File: src/rtl/fifo_wr_arbiter.sv
// Round-robin arbiter sharing one FIFO push port among N valid/ready producers.
// A grant lasts up to MAX_BURST beats and is always followed by one idle cycle.
module fifo_wr_arbiter #(
    parameter int N         = 4,
    parameter int WIDTH     = 8,
    parameter int MAX_BURST = 4
) (
    input  logic                 clk,
    input  logic                 rst,
    input  logic [N-1:0]         req_valid,
    input  logic [N*WIDTH-1:0]   req_data,
    output logic [N-1:0]         req_ready,
    output logic [N-1:0]         grant,
    output logic                 fifo_push,
    output logic [WIDTH-1:0]     fifo_data,
    input  logic                 fifo_full
);

    localparam int IDX_W  = (N > 1) ? $clog2(N) : 1;
    localparam int BEAT_W = $clog2(MAX_BURST) + 1;
    localparam logic [IDX_W-1:0]  LAST_RST  = IDX_W'(N - 1);
    localparam logic [BEAT_W-1:0] BEAT_LAST = BEAT_W'(MAX_BURST - 1);

    typedef enum logic {
        IDLE  = 1'b0,
        BURST = 1'b1
    } state_t;

    state_t              state_q;
    logic [IDX_W-1:0]    owner_q;
    logic [IDX_W-1:0]    last_q;
    logic [IDX_W-1:0]    owner_d;
    logic [BEAT_W-1:0]   beats_q;
    logic [BEAT_W-1:0]   beats_d;
    logic [WIDTH-1:0]    data_arr [N];
    logic                own_valid;
    logic                xfer;
    logic                last_beat;

    genvar gi;
    generate
        for (gi = 0; gi < N; gi++) begin : g_unpack
            assign data_arr[gi] = req_data[gi*WIDTH +: WIDTH];
        end
    endgenerate

    // Search starts just after the previous owner; the modulo keeps non-power-of-two N in range.
    function automatic logic [IDX_W-1:0] rr_pick(input logic [N-1:0] v,
                                                 input logic [IDX_W-1:0] last);
        logic [IDX_W-1:0] sel;
        logic             found;
        int               idx;
        sel   = '0;
        found = 1'b0;
        for (int k = 1; k <= N; k++) begin
            idx = (int'(last) + k) % N;
            if (!found && v[idx[IDX_W-1:0]]) begin
                sel   = idx[IDX_W-1:0];
                found = 1'b1;
            end
        end
        return sel;
    endfunction

    assign owner_d   = rr_pick(req_valid, last_q);
    assign own_valid = req_valid[owner_q];
    assign xfer      = !rst && (state_q == BURST) && own_valid && !fifo_full;
    assign last_beat = (beats_q == BEAT_LAST);
    assign beats_d   = beats_q + BEAT_W'(1);

    always_comb begin
        req_ready = '0;
        grant     = '0;
        fifo_push = 1'b0;
        fifo_data = '0;
        if (!rst && state_q == BURST) begin
            grant[owner_q]     = 1'b1;
            req_ready[owner_q] = !fifo_full;
            fifo_push          = xfer;
            fifo_data          = data_arr[owner_q];
        end
    end

    always_ff @(posedge clk) begin
        if (rst) begin
            state_q <= IDLE;
            owner_q <= '0;
            last_q  <= LAST_RST;
            beats_q <= '0;
        end else begin
            case (state_q)
                IDLE: begin
                    if (|req_valid) begin
                        owner_q <= owner_d;
                        beats_q <= '0;
                        state_q <= BURST;
                    end
                end
                BURST: begin
                    // A full FIFO with valid high is a stall: nothing moves.
                    if (xfer) begin
                        beats_q <= beats_d;
                        if (last_beat) begin
                            last_q  <= owner_q;
                            state_q <= IDLE;
                        end
                    end else if (!own_valid) begin
                        last_q  <= owner_q;
                        state_q <= IDLE;
                    end
                end
                default: state_q <= IDLE;
            endcase
        end
    end

endmodule

File: config.mk
export PLATFORM = sky130hd
export DESIGN_NAME = fifo_wr_arbiter
export DESIGN_NICKNAME = d
export VERILOG_FILES = /design/src/rtl/fifo_wr_arbiter.sv
export SDC_FILE = /design/constraint.sdc
export NUM_CORES = 1
export LEC_CHECK = 0
export CAP_MARGIN = 5
export CORE_MARGIN = 5
export CORE_UTILIZATION = 35
export CTS_CLUSTER_DIAMETER = 120
export DETAILED_ROUTE_END_ITERATION = 10
export PLACE_DENSITY = 0.79
export SKIP_CTS_REPAIR_TIMING = 1
export SLEW_MARGIN = 20
export SYNTH_ARGS = -nofsm -noshare
export SYNTH_HDL_FRONTEND = slang
export SYNTH_SLANG_ARGS = --single-unit
File: constraint.sdc
create_clock -name clk -period 2 [get_ports clk]
set_input_delay 0.3 -clock clk [delete_from_list [all_inputs] [get_ports clk]]
set_output_delay 0.3 -clock clk [all_outputs]
set_load 0.01 [all_outputs]
---- After elaboration in Yosys (flattened, before gate mapping) ----
Cells that the tools add are included.
word-level totals
  output and inout bits ................... 17
  bits in registers ....................... 8
operators by class
  equal/unequal tests ..................... 5
  multiplexer cells ....................... 37
  reductions and logical operators ........ 16
  add/sub/neg operators ................... 5
  magnitude comparators ................... 7
  bitwise operators ....................... 3
operators with widths
  kind                                                                                 count
  8-bit 2-to-1 mux                                                                     3
  8-bit binary-select mux with 2-bit select                                            1
  2-bit by 3-bit < comparator with 1-bit output, second input constant                 5
  1-bit 2-to-1 mux                                                                     14
  2-bit 2-to-1 mux                                                                     7
  1-bit binary-select mux with 2-bit select                                            5
  4-bit 2-to-1 mux                                                                     2
  1-bit logical AND                                                                    7
  3-bit 2-to-1 mux                                                                     2
  2-bit by 1-bit inequality test with 1-bit output, second input constant              3
  3-bit case mux with 2 select lines                                                   1
  1-bit logical NOT                                                                    5
  2-bit by 1-bit adder with 2-bit output, second input constant                        2
  2-bit adder, second input constant                                                   2
  4-bit AND                                                                            1
  2-bit AND reduction                                                                  2
  4-bit OR reduction                                                                   1
  3-bit by 1-bit adder with 3-bit output, second input constant                        1
  3-bit by 2-bit == test with 1-bit output, second input constant                      1
  3-bit greater-or-equal comparator, second input constant                             1
  2-bit NOT with 3-bit output                                                          1
  3-bit AND reduction                                                                  1
  1-bit demux with 2-bit select                                                        1
  2-bit by 1-bit greater-or-equal comparator with 1-bit output, second input constant  1
  other kinds (3)                                                                      3

---- Logic depth before layout (Yosys ltp) ----
Gate-level depths: netlist (run 1).
  depth after elaboration ................. 13
  mapped depth ............................ 7
  mapped depth without buffers ............ 6

---- Worst setup path after synthesis (run 1) ----
No wires, ideal clock.
  path type ............................... register to output
  start ................................... register owner_q[0]
  end ..................................... output port fifo_data[1]
  data arrival time ....................... 1343 ps
  setup slack ............................. 357 ps
  required time ........................... 1700 ps
  cell stages (with the launch flop) ...... 5
  path through ............................ dfxtp_1 buf_4 buf_2 mux4_2 nor2b_1
between the ends
  longest elaborated chain between the ends .. 5
ends and longest elaborated chain
  element                                              RTL line  source
  start: declaration                                   30        logic [IDX_W-1:0] owner_q;
  start signal: assignment                             94        owner_q <= owner_d;
  2-bit NOT with 3-bit output (not written as such)    80        fifo_data = data_arr[owner_q];
  8-bit binary-select mux with 2-bit select            80
  8-bit 2-to-1 mux (not written as such) (2 in a row)  80
  8-bit 2-to-1 mux                                     76        if (!rst && state_q == BURST) begin
  end: declaration                                     15        output logic [WIDTH-1:0] fifo_data,
Every way passes these cells. The select of a mux whose other input is x is not followed.

---- Final worst setup path (run 1) ----
  start ................................... input port req_valid[3]
  end ..................................... output port fifo_push
between the ends
  longest elaborated chain between the ends .. 5
ends and longest elaborated chain
  element                                    RTL line  source
  start: declaration                         10        input logic [N-1:0] req_valid,
  1-bit binary-select mux with 2-bit select  66        assign own_valid = req_valid[owner_q];
  1-bit 2-to-1 mux (not written as such)     66
  1-bit logical AND (2 in a row)             67        assign xfer = !rst && (state_q == BURST) && own_valid && !fifo_full;
  1-bit 2-to-1 mux                           76
  end: declaration                           14        output logic fifo_push,
Every way passes these cells. The select of a mux whose other input is x is not followed.

==> results of run 1 <==
==> flip-flops by register name, summed over array words and instances, names as in the netlist <==
| name | cells |
|---|---|
| owner_q | 2 |
| last_q | 2 |
| state_q | 1 |
| beats_q | 3 |
==> through the flow <==
| step | util [%] | instances | TNS (ns) | hold WS (ns) | power [uW] |
|---|---|---|---|---|---|
| 3_5_place_dp | 66.1 | 182 | -1.66 | 0.482 | 532 |
| 4_1_cts | 67.1 | 185 | -3.27 | 0.489 | 658 |
| 3_3_place_gp | 66.1 | 182 | -1.39 | 0.460 | 523 |
| 6_report | 69.9 | 185 | 0 | 0.488 | 653 |
| 2_1_floorplan | - | 94 | 0 | 0.452 | 372 |
| 5_1_grt | 69.9 | 185 | 0 | 0.506 | 701 |
==> synthesized netlist by cell type <==
cell and number:
sky130_fd_sc_hd__nor2_1 8, sky130_fd_sc_hd__mux2_2 1, sky130_fd_sc_hd__buf_6 1, sky130_fd_sc_hd__nand3_1 2, sky130_fd_sc_hd__o221ai_1 2, sky130_fd_sc_hd__nand2_1 7
sky130_fd_sc_hd__nand2b_1 5, sky130_fd_sc_hd__buf_4 1, sky130_fd_sc_hd__dfxtp_1 8, sky130_fd_sc_hd__o21bai_1 1, sky130_fd_sc_hd__buf_2 3, sky130_fd_sc_hd__a21oi_1 4
sky130_fd_sc_hd__a221oi_1 1, sky130_fd_sc_hd__mux2i_1 2, sky130_fd_sc_hd__a31oi_1 3, sky130_fd_sc_hd__nor3_1 4, sky130_fd_sc_hd__ha_1 2, sky130_fd_sc_hd__nor2b_1 8
sky130_fd_sc_hd__nand4b_1 1, sky130_fd_sc_hd__o41ai_2 1, sky130_fd_sc_hd__mux4_2 9, sky130_fd_sc_hd__o21ai_0 4, sky130_fd_sc_hd__nor4_1 1, sky130_fd_sc_hd__o22ai_1 3
sky130_fd_sc_hd__a211o_1 1, sky130_fd_sc_hd__inv_1 4, sky130_fd_sc_hd__or3b_1 1, sky130_fd_sc_hd__a21o_1 2, sky130_fd_sc_hd__clkbuf_1 3, sky130_fd_sc_hd__inv_2 1
==> layer usage <==
metal / share of wire [%] / vias up / routed length [um]
met1: 39 / 447 / 1100
met5: 0 / - / 0
met4: 1.3 / 0 / 37
met3: 8.4 / 8 / 238
li1: - / 479 / -
met2: 51 / 42 / 1450
==> cell type report <==
cell class | count | area (sq um)
Timing Repair Buffer | 68 | 709
Fill cell | 187 | 673
Multi-Input combinational cell | 73 | 611
Sequential cell | 8 | 164
Tap cell | 28 | 35.0
Clock buffer | 3 | 22.5
Inverter | 5 | 18.8
==> power breakdown <==
| group | total (uW) | switching (uW) | internal (uW) |
|---|---|---|---|
| Combinational | 336 | 124 | 213 |
| Clock | 123 | 54.1 | 68.6 |
| Sequential | 194 | 19.5 | 174 |
| Total | 653 | 197 | 456 |
==> worst min-delay path, delay by kind of cell, from the launching register on <==
family	cells	cell delay, ns
AOI/OAI and AO/OA	1	0.06
DFF	1	0.31
and+or+nand+nor	1	0.06
==> worst max-delay path by stage <==
| stage | startpoint | endpoint | slack, ns | cells past startpoint |
|---|---|---|---|---|
| final | req_valid[3] | fifo_push | 0.05 | 5 |
| after global routing | req_valid[2] | fifo_push | 0.001 | 5 |
| after CTS | req_valid[0] | fifo_push | -0.33 | 5 |
| after detailed placement | req_valid[0] | fifo_push | -0.33 | 5 |
| after global placement | req_valid[2] | fifo_push | -0.30 | 5 |
| after floorplan | owner_q[0]$_SDFFE_PP0P_ | fifo_data[1] | 0.36 | 4 |
==> cells by family after synthesis <==
kind of cell | Yosys count | share of synthesized area [%]
flip-flops | 8 | 19.4
multiplexers | 12 | 28.3
adder cells (fa/ha/maj) | 2 | 3.03
AND/OR/NAND/NOR | 37 | 23.2
buffers and inverters | 13 | 7.73
AO/OA/AOI/OAI | 22 | 18.3
==> results.md, run 1 <==
- The beginning of the worst register-to-register path is owner_q[1]$_SDFFE_PP0P_.
- The final route contains about 980 vias.
- Dividing the detail-routed wire length by the instance count gives between 15 and 20 um.
- The startpoint type of the worst setup path is an input port.
- The final worst slack is 0.0486 ns.
- The half-perimeter wire length after detailed placement is 2230 um.
- The number of warnings printed during yosys synthesis is 0.
- The total DRC errors in the routed layout is 0.
- Sequential cells were found to cover around a fifth of the synthesized design area.
- The worst path needs about 2 ns of the cycle, external delays included.
- The share of the synthesized area in the top cell type is between 20 and 25%.
- The post-synthesis instance total is 94.
- The area growth from synthesis to layout is 88.9%.
- The critical-path cell with the highest stage delay is sky130_fd_sc_hd__mux4_2.
- The initial antenna violation count was 0.
- The post-route netlist has 19.7% of its cells at a drive strength greater than 1.
- The peak per-stage delay on the critical path is 0.50 ns.
- The die outline area is 3430 sq um.
- The worst setup path is captured at an output port.
- The die outline height is roughly 59 um.
- The routed design has 2820 um of wire.
- In the layout the commonest cells are sky130_fd_sc_hd__clkdlybuf4s50_1 (37), sky130_fd_sc_hd__dlymetal6s2s_1 (18), sky130_fd_sc_hd__buf_4 (11), sky130_fd_sc_hd__mux4_2 (9).
- On the critical path the largest part of the delay comes from buffers and inverters.
- The layer flagged by global routing as most heavily used is met2.
- The most common cell after layout, fill and taps aside is sky130_fd_sc_hd__clkdlybuf4s50_1.
- The worst slew margin relative to its limit is just under 80%.
- The number of global-route vias before repair is between 1k and 1.5k.
- The count of final hold-check violations is 0.
- The tool flagged a number of max-cap violations equal to 0.
- The worst setup path is of the in2out kind.
- The final global-route overflow total is 0.
- The first-pass GRT wire length is 4330 um.
- The number of antenna repair diodes is 0.
- The met2 track demand over resource is between 20% and 30%.
- The leakage power is around 0.0009 uW.
- The maximum net fanout on the critical path is 2.
- The clock skew after layout is 0.00619 ns.
- The met3 track demand over resource in global routing is under 10%.
- Based on the critical path, the design can be clocked at up to 0.512 GHz.
- The capturing point of the worst reg2reg path is beats_q[2]$_SDFFE_PP0P_.
- The final net count is 200.
- The top-level port count is 56.
- The insertion delay of the later-clocked pin in the worst-skew pair is approximately 0.26 ns.
- After layout, the worst path uses between 90 and 100% of the clock period.
- For the worst setup path, the data arrival time is 1.65 ns.
- The summed instance area of the synthesized netlist is around 830 sq um.
- Row generation in the floorplan step produced 17 rows.
- Entering global routing, the biggest net connects 18 pins.
- The cell depth of the worst min-delay path is 2.
- After clock tree synthesis, the clock-pin slew on the worst setup and hold paths is roughly 0.050 ns.
- The critical path goes through clkdlybuf4s50_1 -> mux4_2 -> or3b_4 -> inv_2 -> dlymetal6s2s_1.
- Global routing consumed, on the met1 layer, ~18% of the routing resources.
- For this design, the sink count on the clock tree is 8.
- The destination of the worst hold path is beats_q[1]$_SDFFE_PP0P_.
- The run finished with clean final reports.
- The maximum number of buffers from clock root to sink is 2.
- The placed instances occupy a cell area of around 1500 sq um.
- Across the VDD grid, the largest voltage drop is between 0.0003 and 0.0004 V.
- The number of optimization iterations in the first detailed-route pass is 4.
- At the end of routability-driven placement, the weighted congestion stood at about 0.95.
- The starting density of the core is between 30% and 40%.
- In the routed layout, each cell is associated on average with a via count of ~5.3.
- The path class of the tightest hold or removal check is reg2reg.
- The required time at the worst-slack endpoint is about 1.7 ns.
- The register-to-register setup slack is about 0.37 ns.
- Once layout is done, the placed cells without fillers occupy 1560 sq um.
- The final antenna-violating net count is 0.
- The number of pins exceeding their max-slew limit in the final report is 0.
- Measured along the x axis, the die boundary spans 58.6 um.
- Setup repair after global routing left no endpoint under its margin.
- The port buffer count is 55.
- The net count of the mapped netlist is roughly 140.
- Prior to clock tree synthesis, the placed netlist has a worst setup slack of -0.326 ns.
- The root buffer cell is sky130_fd_sc_hd__clkbuf_4.
- By area the synthesized netlist is led by sky130_fd_sc_hd__mux4_2 (25%), sky130_fd_sc_hd__dfxtp_1 (19%), sky130_fd_sc_hd__nor2b_1 (6.1%), sky130_fd_sc_hd__nand2b_1 (3.8%), sky130_fd_sc_hd__nor2_1 (3.6%).
- The number of DRC violations after detailed-routing iteration 0 is 25.
- The combined buffer and inverter count along the critical path is 3.
- The number of levels the H-tree was split into is 1.
- For this run, the total global-route usage over all layers was measured as between 10% and 20%.
- Setup violations remaining at the end of the flow were counted as 0.
- The count of state elements after synthesis is 8.
- The number of cells on the worst reg-to-reg path is 5.
- The slew at the pin closest to its max-slew limit is ~0.33 ns.
- The cell type with the highest aggregate area in the netlist is sky130_fd_sc_hd__mux4_2.
- The worst hold path startpoint is beats_q[1]$_SDFFE_PP0P_.
- Dividing total power by cell area gives a power density of around 420 nW/um^2.
- The floorplan core area is around 2200 sq um.
- Yosys mapped the design onto 30 distinct sky130hd cell types.
- The number of clock buffers inserted by TritonCTS is 3.
- The TritonCTS clock tree is done.
- The average cell area after synthesis is a little under 9 sq um.
Note: power is estimated with default switching activity, not from simulation.
==> run 2, diff against run 1 <==
--- a/config.mk
+++ b/config.mk
@@ -5,7 +5,7 @@
 export SDC_FILE = /design/constraint.sdc
 export NUM_CORES = 1
 export LEC_CHECK = 0
-export CAP_MARGIN = 5
+export CORE_ASPECT_RATIO = 1.25
 export CORE_MARGIN = 5
 export CORE_UTILIZATION = 35
 export CTS_CLUSTER_DIAMETER = 120
==> run 2 against run 1 <==
Clock power is 7% higher; fmax is 0.35% higher; clock-buffer cell count stayed put; clock skew is 0.00063 ns higher.
==> results.md, run 2 (synthesized netlist as in run 1, its figures left out) <==
- The number of DRC violations after detailed-routing iteration 0 is 9.
- Once detail routing completed, the nets flagged for antenna violations numbered 0.
- The first global-routing pass estimated about 4700 um of wire.
- The number of buffers and inverters on the critical path is 3.
- The routed wire length is around 3200 um.
- Final hold analysis gives a worst-case slack of about 0.48 ns.
- The number of pins exceeding their max-slew limit in the final report is 0.
- For the pin with the worst max-slew slack, the measured transition is about 0.28 ns.
- Before antenna repair, the detailed router went through 4 iterations.
- For this design the static power due to leakage is slightly below 0.0009 uW.
- The register with the most flip-flops in the layout has 3 of them.
- The maximum net fanout on the critical path is 2.
- The largest registers in the layout are beats_q (3), last_q (2), owner_q (2).
- The type of element capturing the critical path is an output port.
- The die outline area is about 3400 sq um.
- Of the total power, the share spent switching nets is a little under a third.
- The most common cell after layout, fill and taps aside is sky130_fd_sc_hd__clkdlybuf4s50_1.
- The initial antenna violation count is 0.
- By startpoint and endpoint, the worst setup path is classified as in2out.
- The initial utilization of the core area, before any placement, comes to between 30% and 40%.
- The worst slew margin relative to its limit is about four fifths.
- The worst path meets setup with roughly 0.055 ns of slack.
- The half-perimeter wire length after detailed placement is 2590 um.
- The count of filler cells inserted in the layout is around 180.
- The power density relative to cell area is approximately 430 nW/um^2.
- The overall routing resource usage is a little under a fifth.
- Traced cell by cell, the critical path runs through clkdlybuf4s50_1 -> mux4_2 -> or3b_1 -> inv_2 -> dlymetal6s2s_1.
- The flow ran to the end, and the final reports show no timing, DRC or antenna violations.
- At the later pin of the worst-skew pair, clock insertion delay measures between 0.2 and 0.3 ns.
- Once layout is done, the placed cells without fillers occupy roughly 1600 sq um.
- The critical path's top delay family is buffers and inverters.
- At the worst endpoint, the arrival time is between 1.5 and 2 ns.
- For this run, design rule violations remaining after detail routing come to 0.
- After routing, the total negative slack on setup checks comes to 0 ns.
- The count of final hold-check violations is 0.
- The part of the total power dissipated in combinational logic is between 50% and 60%.
- After clock tree synthesis, the clock-pin slew on the worst setup and hold paths is roughly 0.06 ns.
- The worst setup path is launched from an input port.
- Internal power comes to between 400 and 500 uW.
- Setup repair after global routing left no endpoint under its margin.
- In this run the standard cell core region covers 2230 sq um.
- The number of clock buffers inserted by TritonCTS is 3.
- The required time at the worst-slack endpoint is about 1.7 ns.
- The maximum number of buffers from clock root to sink is 2.
- After detailed placement, the total cell area comes to ~1500 sq um.
- The largest individual stage delay along the critical path comes from the cell sky130_fd_sc_hd__clkdlybuf4s50_1.
- The die is approximately 64 um tall.
- The final global-route overflow total is 0.
- During placement, the flow inserted port buffers numbering 55.
- The total number of clock tree sinks is 8.
- In the layout the commonest cells are sky130_fd_sc_hd__clkdlybuf4s50_1 (38), sky130_fd_sc_hd__dlymetal6s2s_1 (17), sky130_fd_sc_hd__buf_4 (13), sky130_fd_sc_hd__mux4_2 (9).
- The top-level port count is between 50 and 60.
- The routability congestion estimate is between 0.8 and 0.9.
- The portion of total power attributed to sequential cells is 29.0%.
- Timing analysis after detailed placement gives a worst setup slack of -0.333 ns.
- The root buffer cell is sky130_fd_sc_hd__clkbuf_4.
- The final setup violation count is 0.
- In the final layout, the share of cells above drive strength 1 is 19.6%.
- For this run, the slowest stage of the critical path takes 0.49 ns.
- The clock network burns about a fifth of the power.
- TritonCTS built the clock tree.
- The worst supply voltage drop on vdd is between 0.0005 and 0.0006 V.
- Dividing the final minimum period by the clock period gives 97.2%.
- The number of global-route vias before repair is roughly 980.
- The clock period could shrink to between 1.5 and 2 ns.
- At the end of the flow, the number of nets in the layout was ~200.
- From synthesis to final layout, the design area changed by 89.2%.
- Derived from the worst setup path, the maximum achievable clock frequency is between 0.5 and 0.6 GHz.
- Max-cap violations in this run came to 0.
- The switching power total is 208 uW.
- The register bank with the most flops is beats_q.
- Row generation in the floorplan step produced 19 rows.
- The width of the chip is 53.4 um.
- The largest net degree at the start of global routing is 18.
- The number of antenna repair diodes is 0.
- After detailed routing, the number of vias per cell comes to ~5.2.
- In this run the number of H-tree levels came out at 1.
- Across the routed clock network, the largest skew measured is slightly below 0.007 ns.
- Dividing the detail-routed wire length by the instance count gives roughly 17 um.
- The routed layout has 992 vias.
- The classification of the worst-slack hold path is reg2reg.
==> run 2: cell count changes in the layout (fill, tap and decap cells not counted), sizes merged <==
cell,previous run,this run
buf,13,14
clkdlybuf4s50,37,38
dlymetal6s2s,18,17
==> run 2: area by class of cell <==
cell class / instances / area, sq um / area share, %
well taps: 31 / 38.8 / 2.48
clock buffers: 3 / 22.5 / 1.44
multi-input cells: 73 / 608 / 38.9
flip-flops and latches: 8 / 164 / 10.5
inverters: 5 / 18.8 / 1.20
repair buffers: 69 / 711 / 45.5
==> run 2: per-layer routing <==
metal  part of all wire, %  vias to the layer above  wire length, um  global-route usage (%)
met3                   7.7                        6              245                    3.72
met1                    36                      460             1140                    17.9
met5                     0                        -                0                       0
met2                    55                       43             1740                    34.5
met4                   2.1                        0               68                    9.27
li1                      -                      483                -                       -
==> run 2: worst register-to-register path: stages, from the launching register on <==
cell	delay, ns
sky130_fd_sc_hd__dfxtp_1	0.35
sky130_fd_sc_hd__mux4_2	0.52
sky130_fd_sc_hd__or3b_1	0.21
sky130_fd_sc_hd__inv_2	0.04
sky130_fd_sc_hd__buf_4	0.13
sky130_fd_sc_hd__o41ai_2	0.26
==> run 2: stage by stage <==
step                      utilization, %  total power (uW)  cells
after floorplan                        -               372     94
after global placement              66.6               530    186
final                               69.9               667    189
after detailed placement            66.6               541    186
after global routing                69.9               709    189
after CTS                           67.6               672    189
==> run 2: worst paths after layout <==
check | start | end | slack [ns] | cells after the start
max | req_valid[1] | fifo_push | 0.06 | 5
min | beats_q[1]$_SDFFE_PP0P_ | beats_q[1]$_SDFFE_PP0P_ | 0.48 | 2
max reg2reg | owner_q[1]$_SDFFE_PP0P_ | beats_q[2]$_SDFFE_PP0P_ | 0.39 | 5
min reg2reg | beats_q[1]$_SDFFE_PP0P_ | beats_q[1]$_SDFFE_PP0P_ | 0.48 | 2
==> run 2: power by group through the flow <==
stage	clock, uW	combinational, uW	sequential, uW
after detailed placement	0	345	196
after global routing	143	370	196
after CTS	134	347	192
after floorplan	0	185	187
final	131	343	193
after global placement	0	335	195
==> run 3, diff against run 2 <==
--- a/config.mk
+++ b/config.mk
@@ -5,10 +5,11 @@
 export SDC_FILE = /design/constraint.sdc
 export NUM_CORES = 1
 export LEC_CHECK = 0
+export CAP_MARGIN = 20
 export CORE_ASPECT_RATIO = 1.25
 export CORE_MARGIN = 5
 export CORE_UTILIZATION = 35
-export CTS_CLUSTER_DIAMETER = 120
+export CTS_CLUSTER_DIAMETER = 30
 export DETAILED_ROUTE_END_ITERATION = 10
 export PLACE_DENSITY = 0.79
 export SKIP_CTS_REPAIR_TIMING = 1
==> results of run 3 <==
The final DEF is identical to that of run 2; final timing and power are the same.
